===== src/rtl/cache_mem_arbiter.sv =====
// Shares the unified main memory between the I-cache and D-cache miss handlers:
// D before I, block fills issued as back-to-back word reads, single-word write-through stores.
module cache_mem_arbiter #(
  parameter int ADDR_W          = 16,
  parameter int DATA_W          = 16,
  parameter int WORDS_PER_BLOCK = 8,
  parameter int MEM_LATENCY     = 4
) (
  input  logic              clk,
  input  logic              rst_n,
  input  logic              i_req,
  input  logic [ADDR_W-1:0] i_addr,
  input  logic              d_req,
  input  logic              d_wr_req,
  input  logic [ADDR_W-1:0] d_addr,
  input  logic [DATA_W-1:0] d_wdata,
  output logic              mem_en,
  output logic              mem_wr,
  output logic [ADDR_W-1:0] mem_addr,
  output logic [DATA_W-1:0] mem_wdata,
  input  logic [DATA_W-1:0] mem_rdata,
  input  logic              mem_rvalid,
  output logic              fill_we,
  output logic              fill_sel,
  output logic [ADDR_W-1:0] fill_addr,
  output logic [DATA_W-1:0] fill_data,
  output logic              i_done,
  output logic              d_done,
  output logic              busy
);

  localparam int OW = $clog2(WORDS_PER_BLOCK);
  localparam int CW = OW + 1;
  localparam logic [CW-1:0] WPB_C  = CW'(WORDS_PER_BLOCK);
  localparam logic [CW-1:0] LAST_C = CW'(WORDS_PER_BLOCK - 1);

  typedef enum logic [1:0] {IDLE, FILL, WRITE, DONE} state_t;

  state_t              state, state_nxt;
  logic                owner, owner_nxt;
  logic [ADDR_W-2:0]   addr_q, addr_nxt;
  logic [DATA_W-1:0]   wdata_q, wdata_nxt;
  logic [CW-1:0]       ic, ic_nxt;
  logic [CW-1:0]       rc, rc_nxt;

  // Byte bit 0 never matters: the memory is word-addressed.
  logic unused_addr_bits;
  assign unused_addr_bits = ^{i_addr[0], d_addr[0]};

  always_ff @(posedge clk) begin
    if (!rst_n) begin
      state   <= IDLE;
      owner   <= 1'b0;
      addr_q  <= '0;
      wdata_q <= '0;
      ic      <= '0;
      rc      <= '0;
    end else begin
      state   <= state_nxt;
      owner   <= owner_nxt;
      addr_q  <= addr_nxt;
      wdata_q <= wdata_nxt;
      ic      <= ic_nxt;
      rc      <= rc_nxt;
    end
  end

  // Memory and fill outputs depend only on registered state/counters, never on a req input.
  always_comb begin
    state_nxt = state;
    owner_nxt = owner;
    addr_nxt  = addr_q;
    wdata_nxt = wdata_q;
    ic_nxt    = ic;
    rc_nxt    = rc;
    mem_en    = 1'b0;
    mem_wr    = 1'b0;
    mem_addr  = '0;
    mem_wdata = '0;
    fill_we   = 1'b0;
    fill_sel  = 1'b0;
    fill_addr = '0;
    fill_data = '0;
    i_done    = 1'b0;
    d_done    = 1'b0;

    case (state)
      IDLE: begin
        if (d_wr_req) begin
          owner_nxt = 1'b1;
          addr_nxt  = d_addr[ADDR_W-1:1];
          wdata_nxt = d_wdata;
          state_nxt = WRITE;
        end else if (d_req) begin
          owner_nxt = 1'b1;
          addr_nxt  = d_addr[ADDR_W-1:1];
          state_nxt = FILL;
        end else if (i_req) begin
          owner_nxt = 1'b0;
          addr_nxt  = i_addr[ADDR_W-1:1];
          state_nxt = FILL;
        end
      end

      FILL: begin
        if (ic < WPB_C) begin
          mem_en   = 1'b1;
          mem_addr = {addr_q[ADDR_W-2:OW], ic[OW-1:0], 1'b0};
          ic_nxt   = ic + CW'(1);
        end
        if (mem_rvalid) begin
          fill_we   = 1'b1;
          fill_sel  = owner;
          fill_addr = {addr_q[ADDR_W-2:OW], rc[OW-1:0], 1'b0};
          fill_data = mem_rdata;
          rc_nxt    = rc + CW'(1);
          if (rc == LAST_C) state_nxt = DONE;
        end
      end

      WRITE: begin
        mem_en    = 1'b1;
        mem_wr    = 1'b1;
        mem_addr  = {addr_q, 1'b0};
        mem_wdata = wdata_q;
        state_nxt = DONE;
      end

      DONE: begin
        i_done    = ~owner;
        d_done    = owner;
        ic_nxt    = '0;
        rc_nxt    = '0;
        state_nxt = IDLE;
      end

      default: state_nxt = IDLE;
    endcase
  end

  assign busy = (state != IDLE);

endmodule


===== config.mk =====
export PLATFORM = sky130hd
export DESIGN_NAME = cache_mem_arbiter
export DESIGN_NICKNAME = d
export VERILOG_FILES = /design/src/rtl/cache_mem_arbiter.sv
export SDC_FILE = /design/constraint.sdc
export NUM_CORES = 1
export LEC_CHECK = 0
export CAP_MARGIN = 20
export CELL_PAD_IN_SITES_DETAIL_PLACEMENT = 0
export CELL_PAD_IN_SITES_GLOBAL_PLACEMENT = 2
export CORE_MARGIN = 2
export CORE_UTILIZATION = 20
export CTS_BUF_LIST = sky130_fd_sc_hd__clkbuf_8
export DETAILED_ROUTE_END_ITERATION = 8
export PLACE_DENSITY_LB_ADDON = 0.1
export SYNTH_ARGS = -nofsm -noshare
export SYNTH_HDL_FRONTEND = slang
export SYNTH_SLANG_ARGS = --single-unit

===== constraint.sdc =====
create_clock -name clk -period 2.4 [get_ports clk]
set_clock_uncertainty 0.1 [all_clocks]
set_input_delay 0.36 -clock clk [delete_from_list [all_inputs] [get_ports clk]]
set_output_delay 0.36 -clock clk [all_outputs]
set_load 0.005 [all_outputs]

# Word-level counts from Yosys, hierarchy flattened
# Index checks and enable logic that the tools add are counted.
[classes]
add_sub_neg = 2
n_lt_le_gt_ge = 1
n_eq_ne = 8
muxes = 32
bitwise = 1
n_reduce_logical = 9
[ops]
columns = ["cell", "n"]
rows = [
  ["2-to-1 mux 16 bit", 6],
  ["2-to-1 mux 15 bit", 3],
  ["case mux 16 bit (2 select lines)", 1],
  ["case mux 4 bit (2 select lines)", 2],
  ["2-to-1 mux 1 bit", 11],
  ["2-to-1 mux 2 bit", 5],
  ["adder 4 x 1 -> 4 bit, second input constant", 2],
  ["2-to-1 mux 4 bit", 2],
  ["case mux 2 bit (4 select lines)", 1],
  ["AND reduction 2 bit", 4],
  ["inequality test 2 bit, second input constant", 3],
  ["equality test 2 bit, second input constant", 2],
  ["equality test 4 x 3 -> 1 bit, second input constant", 1],
  ["< comparator 4 bit, second input constant", 1],
  ["inequality test 4 bit, second input constant", 1],
  ["nonzero test 2 bit", 2],
  ["AND reduction 3 bit", 1],
  ["nonzero test 3 bit", 1],
  ["equality test 2 x 1 -> 1 bit, second input constant", 1],
  ["logical NOT 2 bit", 1],
  ["case mux 1 bit (2 select lines)", 1],
  ["inverter 1 bit", 1],
]
[word_totals]
reg_bits = 42
output_inout_bits = 71
word_cells = 59

# Depth between registers and ports, before layout
# Gate-level depths: netlist of the first run.
[depth]
word_depth = 4
depth_mapped = 7

# Worst setup path after synthesis of the first run
# Ideal clock, no wire load.
[synth_timing]
path_kind = "register -> output"
from = "register state[1]"
to = "output mem_addr[10]"
arrival_ns = 1.447
required_time_ns = 1.940
setup_slack_ns = 0.493
path_stages_with_launch = 8
n_path_buf = 2
path_cell_list = "dfxtp_1 > inv_1 > ha_1 > buf_2 > and2b_1 > o21a_1 > clkbuf_1 > and2_1"
[synth_between]
elab_chain_len = 2
word_cells_on_any_way = 3
cone_classes = "eq/ne (2); mux (1)"
[synth_rtl]
columns = ["item", "line_no", "rtl"]
rows = [
  ["start, declared", "39", "state_t state, state_nxt;"],
  ["start signal, assigned", "59", "state <= state_nxt;"],
  ["equality test 2 bit or equality test 2 x 1 -> 1 bit (tied branches)", "87", "case (state)"],
  ["case mux 16 bit (2 select lines) (*)", "87", ""],
  ["end, declared", "19", "output logic [ADDR_W-1:0] mem_addr,"],
]
# Mark *: on every way between the ends. The rest lies on a longest branch, timed or not.

# Worst setup path after layout of the first run
[layout_timing]
from = "register state[1]"
to = "output fill_addr[2]"
[layout_between]
elab_chain_len = 2
[layout_rtl]
columns = ["item", "line_no", "rtl"]
rows = [
  ["equality test 2 x 1 -> 1 bit", "87", ""],
  ["2-to-1 mux 16 bit", "87", ""],
  ["end, declared", "25", "output logic [ADDR_W-1:0] fill_addr,"],
]
# Every way passes these cells.

==> results list, run 1 <==
* Data arrival, critical path: 1.89 ns
* Clk pin slew, worst setup/hold paths: 0.09 ns
* Net switching share of the total power: 37.2%
- Standard cell with the maximum stage delay on the critical path: sky130_fd_sc_hd__clkdlybuf4s50_1
* Gate count after technology mapping: 325
- TritonCTS built the clock tree.
* Crit path required time: 1.94 ns
* Height of the chip: 114 um
- Placeable core region: 11,900 um^2
- After clock tree synthesis, the flow added hold-fix buffers numbering 0.
* Setup slack, reg-to-reg: 0.62 ns
* Aggregate global-route resource usage: 13.2%
- In this run the power density over the cells is 691 nW/um^2.
- The first TritonRoute pass finished after 4 iterations.
- Layout fillers: 1,281
- After floorplanning, the core was divided into 40 placement rows.
- Final Hold Fails: 0
* Static leakage: 1.70 nW
- Source-to-sink clock delay at the later pin of the worst-skew pair: 0.30 ns
- 0 antenna diodes ended up in the layout.
* Cells on worst reg2reg path: 5
* Number of nets at the end of the flow: 537
- Slack of the critical path: 0.0508 ns
- For this run, the number of Yosys warnings is 0.
- In this run, the number of DRC markers left after iteration 0 of detailed routing was 65.
- VDD sags by at most 0.000230 V.
* Synthesis-to-finish area growth: 70.0%
- Clock sink count: 42
- The initial utilization of the core area, before any placement, comes to 20.3%.
- Worst-Margin Slew: 0.605 ns
- Along the worst hold path, the cell count comes to 2.
- Setup repair after global routing could not meet its margin everywhere.
* Vias in the first global route: 2,635
- Smallest hold slack: 0.354 ns
- Critical Path, Cell by Cell: inv_1 > ha_2 > buf_12 > and3_1 > clkdlybuf4s50_1
- Timing would allow up to 0.426 GHz.
* Pin count of the biggest net entering global routing: 46
- Port Buf Inserts: 136
- Global-route wire length before repair: 13,600 um
* Count of non-filler cells in the finished layout: 607
- Synth Area per Inst: 7.43 um^2
- For this design the top-level I/O count stands at 141.
- FF-to-FF Start: state[1]$_SDFFE_PN0P_
- Cells fill 34.5% of the core in the end.
* Root buf cell: sky130_fd_sc_hd__clkbuf_8
* Status: complete, no violations
- Sequential cells account for 34.0% of the total power.
- The post-route netlist has 7.17% of its cells at a drive strength greater than 1.
- Depth of the CTS H-tree: 2
- Hold WC Path Type: flop to flop
- Cell depth of the worst setup path: 5
- Summing the sequential cell areas from Yosys gives 34.8% of the chip area.
- For the finished layout, the period the worst path requires is 2.35 ns.
- The floorplan step set the die width to 114 um.
- The final number of max-transition violations was 0.
- The setup path with the least slack is of type flop to output port.
- Critical path's largest stage delay: 0.51 ns
* Cell variety after synth: 30
- Antenna violation net count after detailed routing: 0
- Setup Viol. Count Final: 0
* Initial antenna violation count: 0
- Crit path capture type: output port
- Placed Cells incl. Taps: 597
- Mean number of vias per cell: 4.41
- Worst setup startpoint: state[1]$_SDFFE_PN0P_
- Cell internal power was estimated by the tool at 1.78 mW.
* Kind of cell with the highest combined delay on the critical path: buffers and inverters
- Share of the clock period used by the worst path: 97.9%
- Slew headroom: 59.6%
* Number of synthesized register bits: 42
- Kind of launch point of the worst setup path: flop
- Number of flops mapped to enable cells by yosys: 0
- Timing analysis after detailed placement gives a worst setup slack of 0.0938 ns.
- The most used flip-flop cell after synthesis is sky130_fd_sc_hd__dfxtp_1.
* Net Switching: 1.05 mW
- Wire length per cell: 14.2 um
* Combinational share of power: 48.2%
- Max Cap Viol: 0
- Summed over all layers, the global routing overflow is 0.
- Detailed placement ended at an HPWL of 6370 um.
- In this run the worst path has a maximum fanout of 45.
- For this block, the routed nets add up to 8640 um of wire.
* Total negative slack for setup checks: 0 ns
- The synthesized netlist occupies a cell area of 2420 um^2.
* Clock buffers created by TritonCTS: 5
- Counting flops with an async set or reset pin after synthesis yields a share of 0%.
- Routability congestion estimate: 0.714
- The critical path contains buffers and inverters numbering 3 combined.
* Clock buffer depth: 2
- The floorplan step defined a die boundary enclosing 13,000 um^2.
- The worst hold path begins at wdata_q[7]$_SDFFE_PN0P_.
- Via count: 2,679
* Clock power frac: 17.8%
- After detailed routing, the number of remaining DRC violations is 0.
[final cells by class]
| type | instances | area (um^2) | area share, % |
|---|---|---|---|
| Clock inverter | 2 | 12.5 | 0.305 |
| Inverter | 6 | 22.5 | 0.548 |
| Tap cell | 147 | 184 | 4.48 |
| Sequential cell | 42 | 843 | 20.5 |
| Clock buffer | 6 | 82.6 | 2.01 |
| Multi-Input combinational cell | 249 | 1440 | 34.9 |
| Timing Repair Buffer | 155 | 1530 | 37.2 |
[placed cells by master (no fill, tap or decap), drive strengths merged]
cell,count
dlygate4sd2,15
o21a,2
conb,2
ha,8
nor4b,1
dfxtp,42
buf,19
nor2b,9
nand2,55
o31a,1
clkbuf,6
and2b,1
nor2,20
nor3,1
nor3b,1
mux2i,3
o21ai,25
nor4bb,1
a311oi,15
nand3b,1
clkdlybuf4s50,121
and3,33
and2,34
clkinv,1
inv,7
a21oi,23
nand4,4
nand3,3
a22oi,5
a222oi,1
[kinds of logic after synthesis]
kind of cell | share of synthesized area, %
adder cells (fa/ha/maj) | 4.14
other | 0.155
AND/OR/NAND/NOR | 35.0
buffers and inverters | 6.32
flip-flops | 34.8
multiplexers | 1.24
AO/OA/AOI/OAI | 18.3
[Yosys cell counts, types with 4 or more instances]
library cell | count | area share [%]
sky130_fd_sc_hd__and3_1 | 33 | 8.5
sky130_fd_sc_hd__ha_1 | 8 | 4.1
sky130_fd_sc_hd__a311oi_1 | 15 | 5.4
sky130_fd_sc_hd__nand2_1 | 55 | 8.5
sky130_fd_sc_hd__buf_2 | 8 | 1.7
sky130_fd_sc_hd__nand4_1 | 4 | 1.0
sky130_fd_sc_hd__clkbuf_1 | 18 | 2.8
sky130_fd_sc_hd__and2_1 | 34 | 8.8
sky130_fd_sc_hd__nor2b_1 | 9 | 2.3
sky130_fd_sc_hd__a22oi_1 | 5 | 1.6
sky130_fd_sc_hd__nor2_1 | 19 | 3.0
sky130_fd_sc_hd__o21ai_0 | 25 | 5.2
sky130_fd_sc_hd__a21oi_1 | 23 | 4.8
sky130_fd_sc_hd__inv_1 | 5 | 0.78
sky130_fd_sc_hd__dfxtp_1 | 42 | 35
[stage by stage]
| step | power, mW | area [um^2] |
|---|---|---|
| floorplan | 1.67 | 2420 |
| CTS | 2.90 | 4100 |
| global placement | 2.34 | 3990 |
| detailed placement | 2.34 | 3990 |
| finish | 2.84 | 4110 |
| global route | 3.07 | 4110 |
[path summary, 6_finish.rpt]
kind | endpoint
setup / recovery | fill_addr[2]
hold / removal | wdata_q[7]$_SDFFE_PN0P_
setup reg to reg | state[0]$_SDFFE_PN0P_
hold reg to reg | wdata_q[7]$_SDFFE_PN0P_
[timing repair]
item / 4_1_cts / 5_1_grt
resized for setup: 24 / 1
setup buffers: 2 / 0
setup endpoints to repair: 64 / 61
[power groups by stage]
stage	clock, mW	combinational (mW)	sequential, mW
2_1_floorplan	0	0.739	0.936
3_3_place_gp	0	1.35	0.982
3_5_place_dp	0	1.36	0.983
4_1_cts	0.538	1.40	0.967
5_1_grt	0.558	1.52	0.992
6_report	0.504	1.37	0.965
[worst reg2reg max path, stage by stage, from the launching register on]
cell	delay, ns
sky130_fd_sc_hd__dfxtp_2	0.34
sky130_fd_sc_hd__inv_1	0.08
sky130_fd_sc_hd__ha_2	0.21
sky130_fd_sc_hd__buf_12	0.17
sky130_fd_sc_hd__a222oi_1	0.57
sky130_fd_sc_hd__mux2i_1	0.24
[sequential cells by signal (all words and copies together), names as in the netlist]
signal,flops
addr_q,15
state,2
ic,4
wdata_q,16
rc,4
owner,1
[metal layers]
metal  global-route usage (%)  routed length [um]  vias to the layer above
met2                     23.1                4230                       68
met4                     3.41                  64                        0
li1                         -                   -                     1384
met5                        0                   0                        -
met1                     16.4                3880                     1223
met3                     3.08                 472                        4
(Power assumes the default switching activity.)
==> inputs of run 2 (changes only) <==
Settings changed: CELL_PAD_IN_SITES_DETAIL_PLACEMENT 0 to 2.
==> run 2 against run 1 <==
Against the previous run:
- final cell count is 0.16% lower
- critical path type unchanged
- via count increased by 5.3%
- largest power group unchanged
- highest routed layer unchanged
- global-route usage grew 2.2 points
==> results list, run 2 (same netlist as run 1, synthesis figures left out) <==
- Smallest hold slack: 0.358 ns (+0.00380 ns)
- Number of nets at the end of the flow: 537 (unchanged)
- Worst-Margin Slew: 0.595 ns (-0.00963 ns)
- Crit path required time: 1.94 ns (about the same)
- Port Buf Inserts: 136 (unchanged)
- Static leakage: 1.72 nW (+1.2%)
- The final routed wire length divided by cell count is 16.0 um (+13%).
- The number of design-rule violations left by the first detailed-router iteration is 73 (+12%).
- The data arrival at the endpoint of the critical path came to 1.87 ns (-0.02 ns).
- Setup Viol. Count Final: 0 (unchanged)
- Root buf cell: sky130_fd_sc_hd__clkbuf_8
- The maximum buffer depth of the clock tree is 2 (unchanged).
- The power per standard cell area is 717 nW/um^2 (+3.8%).
- The switching part of the total power was 36.2% (-0.94 points).
- Antenna violation net count after detailed routing: 0 (unchanged)
* Clock power frac: 20.0% (+2.2 points)
* Synthesis-to-finish area growth: 71.4%
- The flip-flop count of the largest register after layout was 16 (unchanged).
- The cell count after placement is 597 (unchanged).
- The fraction of power consumed by sequential logic was 32.8% (-1.2 points).
* Hold path startpoint: wdata_q[8]$_SDFFE_PN0P_
- Cells on worst reg2reg path: 5 (unchanged)
- The path class of the tightest hold or removal check is flop to flop.
* Total chip power: 2.97 mW (+4.7%)
* Setup CP Type: flop to output port
* Initial antenna violation count: 0 (unchanged)
- Crit path capture type: output port
- Number of instances on the worst hold path: 2 (unchanged)
- Slack of the critical path: 0.0745 ns (+0.0236 ns)
- The die outline width came to 114 um (unchanged).
* Fraction of final layout cells sized beyond drive strength 1: 7.63% (+0.45 points)
- Clk pin slew, worst setup/hold paths: 0.09 ns (about the same)
* Most flops, register: wdata_q
- The routed via count was 2,822 (+5.3%).
* Multi-input logic area: 1450 um^2 (+0.70%)
- Highest attainable clock frequency: 0.430 GHz (+1.0%)
- Setup slack, reg-to-reg: 0.69 ns (+0.07 ns)
- Leaving out fill and tap cells, the most frequent cell in the layout is sky130_fd_sc_hd__clkdlybuf4s50_1.
- The number of global-route vias before repair is 3,121 (+18%).
- The area of all sequential standard cells is 846 um^2 (+0.30%).
* Aggregate global-route resource usage: 15.4% (+2.2 points)
* Pin count of the biggest net entering global routing: 46 (unchanged)
- Number of slew-limit violations in the final report: 0 (unchanged)
* DRC violations left: 0 (unchanged)
* Placed wire-length estimate after detailed placement: 7310 um (+15%)
- The count of antenna diodes in the layout is 0 (unchanged).
* Height of the chip: 114 um (unchanged)
- Highest-count cells in the layout ignoring fill and taps: 121 x sky130_fd_sc_hd__clkdlybuf4s50_1, 55 x sky130_fd_sc_hd__nand2_1, 40 x sky130_fd_sc_hd__dfxtp_1
- The maximum fanout along the worst path was 12 (-73%).
- Clock sink count: 42 (unchanged)
- Kind of launch point of the worst setup path: flop
* Area of the die: 13,000 um^2 (unchanged)
- The post-route cell area came to 4140 um^2 (+0.82%).
- Share of the clock period used by the worst path: 96.9% (-0.98 points)
- Global-route wire length before repair: 16,100 um (+18%)
* Max IR drop VDD: 0.000339 V (+47%)
* Final Hold Fails: 0 (unchanged)
- Placeable core region: 11,900 um^2 (unchanged)
- The remaining max-slew budget at the tightest pin was 60.2% (+0.64 points).
- The routed via count divided by cell count came to 4.66 (+5.5%).
- Hold Buf Count CTS: 0 (unchanged)
- Initial cell density of the core: 20.3% (unchanged)
* Largest regs: wdata_q x16, addr_q x15
- Fin crit period: 2.33 ns (-0.0236 ns)
* Cell Area, Placed: 3990 um^2 (unchanged)
- Internal Dissipation: 1.89 mW (+6.2%)
* Depth of the CTS H-tree: 2 (unchanged)
- Layout fillers: 1,397 (+9.1%)
- Clock tree from TritonCTS: built
* Combinational share of power: 47.3% (-0.9 points)
* Routability congestion estimate: 0.714 (unchanged)
* Max Cap Viol: 0 (unchanged)
- The number of core rows was 40 (unchanged).
- Worst R2R End: state[0]$_SDFFE_PN0P_
- The number of buffers created by CTS was 5 (unchanged).
* Status: complete, no violations
* Net Switching: 1.08 mW (+2.0%)
- The number of placed I/O pins is 141 (unchanged).
- The startpoint identified for the worst register-to-register timing path is state[1]$_SDFFE_PN0P_.
* Source-to-sink clock delay at the later pin of the worst-skew pair: 0.30 ns (about the same)
- Setup slack at placement: 0.0561 ns (-0.0376 ns)
- Total congestion overflow after global routing: 0 (unchanged)
- The final non-filler cell total was 606 (-0.16%).
- WHS Endpoint: wdata_q[8]$_SDFFE_PN0P_
- The number of detailed-routing iterations run before antenna repair came to 4 (unchanged).
* Final wirelength: 9710 um (+12%)
run 2: changes by cell type in the layout (fill, tap and decap cells not counted):
| cell | delta |
|---|---|
| sky130_fd_sc_hd__dfxtp_2 | -1 |
| sky130_fd_sc_hd__dlymetal6s2s_1 | +1 |
| sky130_fd_sc_hd__inv_6 | -1 |
| sky130_fd_sc_hd__bufinv_16 | +1 |
| sky130_fd_sc_hd__dfxtp_4 | +1 |
| sky130_fd_sc_hd__inv_2 | +2 |
| sky130_fd_sc_hd__ha_4 | +1 |
| sky130_fd_sc_hd__dlygate4sd2_1 | -1 |
| sky130_fd_sc_hd__ha_2 | -1 |
| sky130_fd_sc_hd__inv_1 | -3 |
run 2: power by group through the flow:
| stage | Sequential, mW | Combinational, mW | Clock, mW |
|---|---|---|---|
| 2_1_floorplan | 0.936 | 0.739 | 0 |
| 3_3_place_gp | 0.982 | 1.35 | 0 |
| 3_5_place_dp | 0.989 | 1.39 | 0 |
| 4_1_cts | 0.978 | 1.42 | 0.625 |
| 5_1_grt | 1.00 | 1.58 | 0.652 |
| 6_report | 0.973 | 1.40 | 0.592 |
run 2: worst max-delay path: stages (launching register included):
cell and delay, ns:
sky130_fd_sc_hd__dfxtp_2 0.35, sky130_fd_sc_hd__inv_2 0.05, sky130_fd_sc_hd__ha_2 0.19, sky130_fd_sc_hd__and2b_2 0.20
sky130_fd_sc_hd__o21a_1 0.20, sky130_fd_sc_hd__buf_12 0.15, sky130_fd_sc_hd__and2_1 0.15, sky130_fd_sc_hd__dlygate4sd2_1 0.27
run 2: what timing repair did:
action                     4_1_cts  5_1_grt
gates resized for setup         24        5
setup buffers                    2        0
setup endpoints to repair       64       49
run 2: layout make-up:
| cell class | count | area share [%] |
|---|---|---|
| clock buffers | 6 | 1.99 |
| multi-input cells | 249 | 34.9 |
| flip-flops and latches | 42 | 20.4 |
| repair buffers | 155 | 37.0 |
| well taps | 147 | 4.44 |
| inverters | 6 | 0.544 |
| clock inverters | 1 | 0.725 |
run 2: worst max-delay path by stage:
stage	startpoint	end	depth (start not counted)
after CTS	state[1]$_SDFFE_PN0P_	mem_addr[1]	7
after detailed placement	state[1]$_SDFFE_PN0P_	mem_addr[14]	7
after floorplan	state[1]$_SDFFE_PN0P_	mem_addr[10]	7
final	state[1]$_SDFFE_PN0P_	mem_addr[14]	7
after global routing	state[1]$_SDFFE_PN0P_	mem_addr[5]	7
after global placement	state[1]$_SDFFE_PN0P_	mem_addr[7]	7
run 2: per-stage QoR:
stage / setup TNS (ns) / utilization, %
floorplan: 0 / -
global placement: 0 / 33.5
detailed placement: 0 / 33.5
CTS: 0 / 34.6
global route: -0.0247 / 34.8
finish: 0 / 34.8
run 2: layer usage:
| metal | GRT usage (%) | wire [um] | vias to the layer above |
|---|---|---|---|
| met4 | 3.17 | 72 | 0 |
| met3 | 3.24 | 504 | 6 |
| li1 | - | - | 1381 |
| met1 | 18.3 | 4140 | 1366 |
| met2 | 28.6 | 5000 | 69 |
| met5 | 0 | 0 | - |
==> inputs of run 3 (changes only) <==
Settings changed: GPL_TIMING_DRIVEN set to 0.
==> run 3 against run 2 <==
Against the previous run:
- first-iteration DRC count rose by 22%
- routed wire length rose by 6.1%
- non-clock buffer count rose by 12
- cell area fell by 0.94%
- worst hold slack got worse by 0.0015 ns
- die area did not move
==> results list, run 3 (same netlist as run 1, synthesis figures left out) <==
* Status: complete, no violations
- Cell Area, Placed: 3960 um^2 (-0.82%)
- The worst-case setup margin in the final layout was 0.0111 ns (-0.0633 ns).
* Number of instances on the worst hold path: 2 (unchanged)
- The part of the total power dissipated in combinational logic is 50.0% (+2.7 points).
* Net Switching: 1.13 mW (+5.3%)
* Number of nets at the end of the flow: 549 (+2.2%)
- The count of nets left with antenna violations after detail routing came to 0 (unchanged).
- The post-route cell area came to 4100 um^2 (-0.94%).
* Part of the total power dissipated in sequential elements: 33.6% (+0.8 points)
* Aggregate global-route resource usage: 16.0% (+0.56 points)
- Routability congestion estimate: 0.741 (+3.8%)
* Total negative slack for setup checks: 0 ns (unchanged)
- The final routed wire length divided by cell count is 16.6 um (+3.9%).
- The number of clock sinks came to 42 (unchanged).
* Via count: 2,851 (+1.0%)
- Height of the chip: 114 um (unchanged)
- Max Cap Viol: 0 (unchanged)
* Setup Viol. Count Final: 0 (unchanged)
- The cell-internal power came to 1.77 mW (-6.3%).
* Sequential cell area: 846 um^2 (unchanged)
- Crit path required time: 1.94 ns (about the same)
* Placed Cells incl. Taps: 608 (+1.8%)
* Row cnt: 40 (unchanged)
- The final standard cell utilization of the core was 34.4% (-0.33 points).
* Synthesis-to-finish area growth: 69.8%
* Clock buffer depth: 2 (unchanged)
- Vias in the first global route: 3,157 (+1.2%)
- In the final layout, the registers with the most flip-flops are wdata_q x16, addr_q x15.
- On the critical path, the stage with the largest delay is an instance of sky130_fd_sc_hd__clkdlybuf4s50_1.
- Highest-count cells in the layout ignoring fill and taps: 119 x sky130_fd_sc_hd__clkdlybuf4s50_1, 55 x sky130_fd_sc_hd__nand2_1, 40 x sky130_fd_sc_hd__dfxtp_1
- Net switching share of the total power: 39.0% (+2.7 points)
- The sum of routed wire length over all layers came to 10,300 um (+6.1%).
* Root buf cell: sky130_fd_sc_hd__clkbuf_8
- More flip-flops sit in one register than any other, and that register is wdata_q.
- The library cell used most frequently in the layout, excluding fill and tap cells, is sky130_fd_sc_hd__clkdlybuf4s50_1.
- Slew headroom: 59.4% (-0.88 points)
- Total congestion overflow after global routing: 0 (unchanged)
* Placed wire-length estimate after detailed placement: 7920 um (+8.4%)
- The highest cell delay on the worst timing path was 0.54 ns (+0.19 ns).
* Cell depth of the worst setup path: 5 (-2)
- Layout fillers: 1,408 (+0.79%)
* Kind of cell with the highest combined delay on the critical path: buffers and inverters
- Crit-path max FO: 8 (-4)
- Global-route wire length before repair: 16,400 um (+1.7%)
- The worst slack after detailed placement came to -0.528 ns (-0.584 ns).
- Worst-Margin Slew: 0.610 ns (+0.0146 ns)
- The power per standard cell area came to 709 nW/um^2 (-1.2%).
- The static leakage was 1.69 nW (-2.0%).
* Unrepaired setup endpoints after global routing: yes
- The number of placed I/O pins came to 141 (unchanged).
* Cells on worst reg2reg path: 5 (unchanged)
* Area of the die: 13,000 um^2 (unchanged)
* Setup CP Type: flop to output port
* Data arrival, critical path: 1.93 ns (+0.06 ns)
- The time the final worst path needs with I/O delays and setup was 2.39 ns (+0.0633 ns).
- The insertion delay of the later-clocked pin in the worst-skew pair came to 0.30 ns (about the same).
- Hold WC Path Type: flop to flop
* Pin count of the biggest net entering global routing: 15 (-67%)
- Total chip power: 2.91 mW (-2.1%)
- The count of antenna diodes in the layout is 0 (unchanged).
- Count of non-filler cells in the finished layout: 619 (+2.1%)
- The combined buffer and inverter count along the critical path came to 3 (unchanged).
- The flip-flop count of the largest register after layout was 16 (unchanged).
- The area used by multi-input combinational logic is 1460 um^2 (+0.69%).
* Clock tree from TritonCTS: built
* Clk pin slew, worst setup/hold paths: 0.09 ns (about the same)
* Fraction of final layout cells sized beyond drive strength 1: 11.4% (+3.8 points)
* Share of the clock period used by the worst path: 99.5% (+2.6 points)
* Crit path capture type: output port
- The initial antenna violation count is 0 (unchanged).
- The number of buffers created by CTS came to 5 (unchanged).
- The number of detailed-routing iterations run before antenna repair is 4 (unchanged).
* Highest attainable clock frequency: 0.419 GHz (-2.7%)
- The final number of max-transition violations is 0 (unchanged).
- The number of design-rule violations left by the first detailed-router iteration is 89 (+22%).
* Critical Path, Cell by Cell: buf_4 > ha_2 > clkinvlp_4 > nor2_1 > clkdlybuf4s50_1
* DRC violations left: 0 (unchanged)
- Smallest hold slack: 0.356 ns (-0.00151 ns)
- The maximum VDD drop is 0.000236 V (-30%).
- The maximum level of the CTS H-tree came to 2 (unchanged).
- Final Hold Fails: 0 (unchanged)
- The floorplan core area came to 11,900 um^2 (unchanged).
- Clock power frac: 16.4% (-3.6 points)
- Width of the die: 114 um (unchanged)
- Kind of launch point of the worst setup path: flop
* Initial cell density of the core: 20.3% (unchanged)
- The number of buffer cells added on primary ports came to 135 (-0.74%).
* Mean number of vias per cell: 4.61 (-1.1%)
## run 3: changes by cell type in the layout (fill, tap and decap cells not counted), sizes merged, moves of 2 or more
cell	before	now
clkinv	1	3
dlygate4sd2	14	5
clkdlybuf4s50	121	119
clkbuf	6	28
## run 3: area by class of cell
| cell class | count | area share [%] |
|---|---|---|
| flip-flops and latches | 42 | 20.6 |
| repair buffers | 139 | 32.2 |
| inverters | 6 | 0.702 |
| well taps | 147 | 4.48 |
| clock inverters | 3 | 0.458 |
| multi-input cells | 249 | 35.5 |
| clock buffers | 5 | 1.68 |
| plain buffers | 28 | 4.33 |
## run 3: path summary, 6_finish.rpt
kind                      startpoint                       to  slack (ns)
max            state[1]$_SDFFE_PN0P_                   i_done        0.01
min          wdata_q[6]$_SDFFE_PN0P_  wdata_q[6]$_SDFFE_PN0P_        0.36
max reg2reg    state[0]$_SDFFE_PN0P_  addr_q[11]$_SDFFE_PN0P_        0.64
min reg2reg  wdata_q[6]$_SDFFE_PN0P_  wdata_q[6]$_SDFFE_PN0P_        0.36
## run 3: worst min-delay path: cells and delay by family, from the launching register on
| family | cells | cell delay (ns) |
|---|---|---|
| AO/OA/AOI/OAI | 1 | 0.05 |
| AND/OR/NAND/NOR | 1 | 0.05 |
| flip-flops | 1 | 0.32 |
## run 3: power groups by stage
stage	clock (mW)	sequential [mW]	combinational, mW
finish	0.476	0.977	1.45
floorplan	0	0.936	0.739
CTS	0.500	0.976	1.50
global placement	0	0.979	1.35
detailed placement	0	0.984	1.38
global route	0.535	1.00	1.64
## run 3: per-layer routing
| layer | vias to the layer above | part of all wire, % | global-route usage (%) | wire (um) |
|---|---|---|---|---|
| met5 | - | 0 | 0 | 0 |
| met2 | 71 | 52 | 29.7 | 5350 |
| met3 | 7 | 4.7 | 3.08 | 486 |
| li1 | 1403 | - | - | - |
| met1 | 1370 | 42 | 19.1 | 4370 |
| met4 | 0 | 0.96 | 3.25 | 99 |
## run 3: repair_timing
action | 4_1_cts | 5_1_grt
setup endpoints to repair | 66 | 43
resized for setup | 58 | 17
hold buffers | 0 | 0
cloned | 1 | 0
buffers inserted | 2 | 1
